<file path="src/rtl/int2fp32_rr_sched.sv">
// int2fp32_rr_sched: round-robin front end sharing one unsigned INT->FP32
// converter among NUM_REQ requesters. Each accepted word is captured, then
// converted, then held on a valid/ready output until the consumer takes it.
// Conversion truncates: low bits that do not fit the 23-bit mantissa are
// dropped.
module int2fp32_rr_sched #(
  parameter int NUM_REQ    = 4,
  parameter int DATA_WIDTH = 32,
  parameter int ID_WIDTH   = (NUM_REQ > 1) ? $clog2(NUM_REQ) : 1
) (
  input  logic                          clk,
  input  logic                          rst,
  input  logic [NUM_REQ-1:0]            req_valid,
  input  logic [NUM_REQ*DATA_WIDTH-1:0] req_data,
  output logic [NUM_REQ-1:0]            req_ready,
  output logic                          out_valid,
  input  logic                          out_ready,
  output logic [31:0]                   out_fp32,
  output logic [ID_WIDTH-1:0]           out_id,
  output logic                          busy
);

  localparam int MSB_W = $clog2(DATA_WIDTH);

  localparam logic [1:0] IDLE = 2'd0;
  localparam logic [1:0] CONV = 2'd1;
  localparam logic [1:0] HOLD = 2'd2;

  logic [1:0]            state_q, state_d;
  logic [ID_WIDTH-1:0]   rr_ptr_q, rr_ptr_d;
  logic [DATA_WIDTH-1:0] cap_data_q, cap_data_d;
  logic [ID_WIDTH-1:0]   cap_id_q, cap_id_d;
  logic                  out_valid_q, out_valid_d;
  logic [31:0]           out_fp32_q, out_fp32_d;
  logic [ID_WIDTH-1:0]   out_id_q, out_id_d;

  logic [2*NUM_REQ-1:0]  req_dbl;
  logic [NUM_REQ-1:0]    req_rot;
  logic                  grant_vld;
  logic [ID_WIDTH-1:0]   grant_idx;
  logic [ID_WIDTH-1:0]   grant_nxt;
  logic [ID_WIDTH:0]     grant_sum;
  logic [ID_WIDTH:0]     nxt_sum;

  logic [MSB_W-1:0]      msb;
  logic [7:0]            cvt_exp;
  logic [DATA_WIDTH-1:0] cvt_shift;
  logic [31:0]           cvt_fp32;

  // Rotate requests so bit 0 is the requester at rr_ptr; the first set bit
  // of the rotated vector is the offset of the winner from the pointer.
  always_comb begin
    req_dbl   = {req_valid, req_valid};
    req_rot   = NUM_REQ'(req_dbl >> rr_ptr_q);
    grant_vld = 1'b0;
    grant_sum = '0;
    for (int k = 0; k < NUM_REQ; k++) begin
      if (!grant_vld && req_rot[k]) begin
        grant_vld = 1'b1;
        grant_sum = {1'b0, rr_ptr_q} + (ID_WIDTH+1)'(k);
      end
    end
    if (grant_sum >= (ID_WIDTH+1)'(NUM_REQ))
      grant_sum = grant_sum - (ID_WIDTH+1)'(NUM_REQ);
    grant_idx = grant_sum[ID_WIDTH-1:0];
    nxt_sum   = {1'b0, grant_idx} + (ID_WIDTH+1)'(1);
    if (nxt_sum >= (ID_WIDTH+1)'(NUM_REQ))
      nxt_sum = '0;
    grant_nxt = nxt_sum[ID_WIDTH-1:0];
  end

  // Accept pulse only to the winner, only in IDLE, never while reset is held.
  always_comb begin
    req_ready = '0;
    if (state_q == IDLE && grant_vld && !rst)
      req_ready[grant_idx] = 1'b1;
  end

  // Shared converter: normalise on the leading one and truncate to 23 bits.
  always_comb begin
    msb = '0;
    for (int i = 0; i < DATA_WIDTH; i++)
      if (cap_data_q[i]) msb = MSB_W'(i);
    cvt_exp = 8'd127 + 8'(msb);
    if (msb <= MSB_W'(23))
      cvt_shift = cap_data_q << (MSB_W'(23) - msb);
    else
      cvt_shift = cap_data_q >> (msb - MSB_W'(23));
    if (cap_data_q == '0)
      cvt_fp32 = 32'h0000_0000;
    else
      cvt_fp32 = {1'b0, cvt_exp, cvt_shift[22:0]};
  end

  // Next-state logic for the IDLE -> CONV -> HOLD -> IDLE sequence.
  always_comb begin
    state_d     = state_q;
    rr_ptr_d    = rr_ptr_q;
    cap_data_d  = cap_data_q;
    cap_id_d    = cap_id_q;
    out_valid_d = out_valid_q;
    out_fp32_d  = out_fp32_q;
    out_id_d    = out_id_q;
    case (state_q)
      IDLE: begin
        if (grant_vld) begin
          cap_data_d = req_data[grant_idx*DATA_WIDTH +: DATA_WIDTH];
          cap_id_d   = grant_idx;
          rr_ptr_d   = grant_nxt;
          state_d    = CONV;
        end
      end
      CONV: begin
        out_fp32_d  = cvt_fp32;
        out_id_d    = cap_id_q;
        out_valid_d = 1'b1;
        state_d     = HOLD;
      end
      HOLD: begin
        if (out_ready) begin
          out_valid_d = 1'b0;
          state_d     = IDLE;
        end
      end
      default: begin
        out_valid_d = 1'b0;
        state_d     = IDLE;
      end
    endcase
  end

  // State registers; reset drops any captured or pending result.
  always_ff @(posedge clk or posedge rst) begin
    if (rst) begin
      state_q     <= IDLE;
      rr_ptr_q    <= '0;
      cap_data_q  <= '0;
      cap_id_q    <= '0;
      out_valid_q <= 1'b0;
      out_fp32_q  <= '0;
      out_id_q    <= '0;
    end else begin
      state_q     <= state_d;
      rr_ptr_q    <= rr_ptr_d;
      cap_data_q  <= cap_data_d;
      cap_id_q    <= cap_id_d;
      out_valid_q <= out_valid_d;
      out_fp32_q  <= out_fp32_d;
      out_id_q    <= out_id_d;
    end
  end

  assign out_valid = out_valid_q;
  assign out_fp32  = out_fp32_q;
  assign out_id    = out_id_q;
  assign busy      = (state_q != IDLE);

endmodule

</file>
<file path="config.mk">
export PLATFORM = sky130hd
export DESIGN_NAME = int2fp32_rr_sched
export DESIGN_NICKNAME = d
export VERILOG_FILES = /design/src/rtl/int2fp32_rr_sched.sv
export SDC_FILE = /design/constraint.sdc
export NUM_CORES = 1
export LEC_CHECK = 0
export ABC_AREA = 1
export ABC_CLOCK_PERIOD_IN_PS = 3500
export CORE_UTILIZATION = 28
export DETAILED_ROUTE_END_ITERATION = 8
export PLACE_DENSITY = 0.58
export SKIP_LAST_GASP = 1
export SLEW_MARGIN = 30
export SYNTH_ARGS = -nofsm -noshare
export SYNTH_HDL_FRONTEND = slang
export SYNTH_SLANG_ARGS = --single-unit
</file>
<file path="constraint.sdc">
create_clock -name clk -period 3.5 [get_ports clk]
set_input_delay 0.35 -clock clk [delete_from_list [all_inputs] [get_ports clk]]
set_output_delay 0.35 -clock clk [all_outputs]
set_load 0.01 [all_outputs]
</file>
==> impl_results.md <==
- Syn avg cell area: 6.115 sq um
- DRT iter0 DRCs: approximately 900
- Post-synth top flop: dfrtp_1
- Gr usage total: 0.2173
- Max Slew Vio Count: 0
- GRT overflow: 0
- Reg-to-reg slack, setup: between 0.15 and 0.2 ns
- Area leader, netlist: dfrtp_1
- Post-Syn Area: 7057 sq um
- Syn_nets: around 1300
- Routed WL: 28.56 mm
- Final Non-Filler Cells: ~1700
- Post-route DRC violation count: 0
- DRT antenna net count: 0
- Ys async rst share: 1.000
- Initial Util: 0.2876
- Share of the synthesized area in the top cell type: 0.2553
- Crit path top cell by count: nand2_1
- Root Buffer Master: clkbuf_16
- DP HPWL: ~22 mm
- Worst Setup EP: out_fp32[18]
- Yosys Warn Count: 0
- IO Port Bufs: 173
- Slew Limit Headroom: 0.5472
- CP peak stage delay: 0.37 ns
- Share of cells above drive strength 1: 0.1597
- Ranking of synthesized cells by area: dfrtp_1 (26%), nand3_1 (18%), nand2_1 (18%)
- Antenna violations before repair: 0
- Worst-Margin Slew: 0.6770 ns
- Area Growth Syn to Fin: 43.71%
- Commonest non-fill, non-tap cell in the layout: nand2_1
- Critical Path Sink Type: flop
- Vias in the first global route: ~8100
- Period minus WS final: 3.337 ns
- Critical path's slowest cell: dfrtp_1
- Most frequent cells in the layout: nand2_1 (330), nand3_1 (224), clkdlybuf4s50_1 (170)
- Worst EP required: 3.74 ns
- CTS buffer count: 9
- Die Y: 160.8 um
- DR vias: 8627
- Clk buf depth: 2
- Crit path from: cap_data_q[2]
- Number of library cell types mapped by synthesis: 39
- Crit Path Category: flop to flop
- Clock insertion delay at the later pin of the skew report: 0.36 ns
- Count of final hold-check violations: 0
- Number of synthesized flops with an enable pin: 0
- R2R cell count: 42
- Via density: 5.184
- Reg2reg end: out_fp32[18]
- WL per Instance: 17.16 um
- # placed instances: 1627
- TritonCTS clock tree: yes
- Core area: 24530 sq um
- Final worst path period share: 0.9534
- CTS H-tree lvls: 3
- Post-Syn Instances: approximately 1200
- Sink Count: 72
- # hold bufs at CTS: 0
- Status: finished clean
- Critical Path AT: 3.58 ns
- First-pass DRT Iterations: 5
- Seq/Total Area, Yosys: 0.2553
- Post-Place Setup Slack: about 0.026 ns
- Nets: 1479
- RR Startpoint: cap_data_q[2]
- # fillers: 2662
- Worst hold path type: primary input to asynchronous set/reset pin
- Max cap viols: 0
- Critical path fanouts, max: 7
- Maximum clock rate: approximately 300 MHz
- # setup viols final: 0
- FP Rows: 57
- Clock slew at reported path FFs: 0.07 ns
- Gpl congestion: 0.9907
- ANT cells: 0
- Final setup margin: 0.1631 ns
- RSZ-0062 raised after global routing: yes
- Startpoint Class: flop
- DIE AREA: 25840 sq um
- Clk_skew: 0.01066 ns
- Die X: 160.8 um
- Yosys reg bits: 72
- I/O pin total: 175
- First-pass GRT wire length: 44.14 mm
- Largest net degree at the start of global routing: 49
-- state kept, by name, indices dropped and copies added, names as in the netlist --
register	cells
cap_data_q	32
out_fp32	31
cap_id_q	2
out_id	2
rr_ptr_q	2
state_q	2
out_valid	1
-- metal layers --
metal	up-vias	GRT usage	share of wire
met3	65	0.04442	0.073
met1	3909	0.3110	0.47
met4	0	0.07290	0.030
li1	4257	-	-
met2	396	0.3223	0.43
met5	-	0	0
-- cell families after synthesis --
| family | after synthesis | share of synthesized area |
|---|---|---|
| AOI/OAI and AO/OA | 151 | 0.1362 |
| xor gates and xnor gates | 3 | 0.004788 |
| adders and majority gates | 8 | 0.01418 |
| buffers and inverters | 149 | 0.09504 |
| DFF | 72 | 0.2553 |
| muxes | 2 | 0.002837 |
| other | 1 | 0.0005314 |
| and+or+nand+nor | 768 | 0.4911 |
-- how the worst min path moves through the flow --
stage / start / endpoint / depth (start not counted)
6_report: rst / out_fp32[28] / 3
2_1_floorplan: cap_data_q[7] / cap_data_q[7] / 2
3_5_place_dp: out_fp32[6] / out_fp32[6] / 2
4_1_cts: out_fp32[6] / out_fp32[6] / 2
5_1_grt: out_fp32[16] / out_fp32[16] / 2
3_3_place_gp: out_fp32[0] / out_fp32[0] / 2
-- what timing repair did --
action	4_1_cts	5_1_grt
setup endpoints to repair	4	28
gates resized for setup	2	88
setup buffers	0	14
gates cloned	0	8
pin swaps	0	24
-- through the flow --
stage / area, sq um / setup TNS [ns] / hold slack [ns] / utilization
detailed placement: 9250 / 0 / 0.4666 / 0.3770
floorplan: 7057 / 0 / 0.4687 / -
CTS: 9525 / 0 / 0.4835 / 0.3883
global route: 10140 / -4.164 / 0.5013 / 0.4134
finish: 10140 / 0 / 0.4738 / 0.4134
global placement: 9244 / 0 / 0.4628 / 0.3768
-- critical path, delay by kind of cell (launching register included) --
family / cells / cell delay (ns)
flops: 1 / 0.37
simple gates: 35 / 1.96
buf+inv: 5 / 0.52
xor+xnor: 1 / 0.19
fa+ha+maj: 1 / 0.15
-- cell usage after synthesis, types with 20 or more instances --
master    instances
o21ai_0          67
o211ai_1         28
buf_2            22
nand3_1         256
clkbuf_1         41
dfrtp_1          72
nand3_2          21
nand2_1         341
inv_1            64
nor2_1          105
or2_2            25
o311ai_0         20
-- area by class of cell --
type | instances | area, sq um | area share
clock buffer | 12 | 256.5 | 0.02529
multi-input combinational | 933 | 4878 | 0.4811
sequential | 72 | 1804 | 0.1779
tap | 324 | 405.4 | 0.03998
inverter | 70 | 276.5 | 0.02727
clock inverter | 3 | 17.52 | 0.001727
timing repair buffer | 250 | 2502 | 0.2468
Power is left out: the tool's default activity adds up to more than one toggle a clock period on the data nets, which glitch-free logic cannot reach.
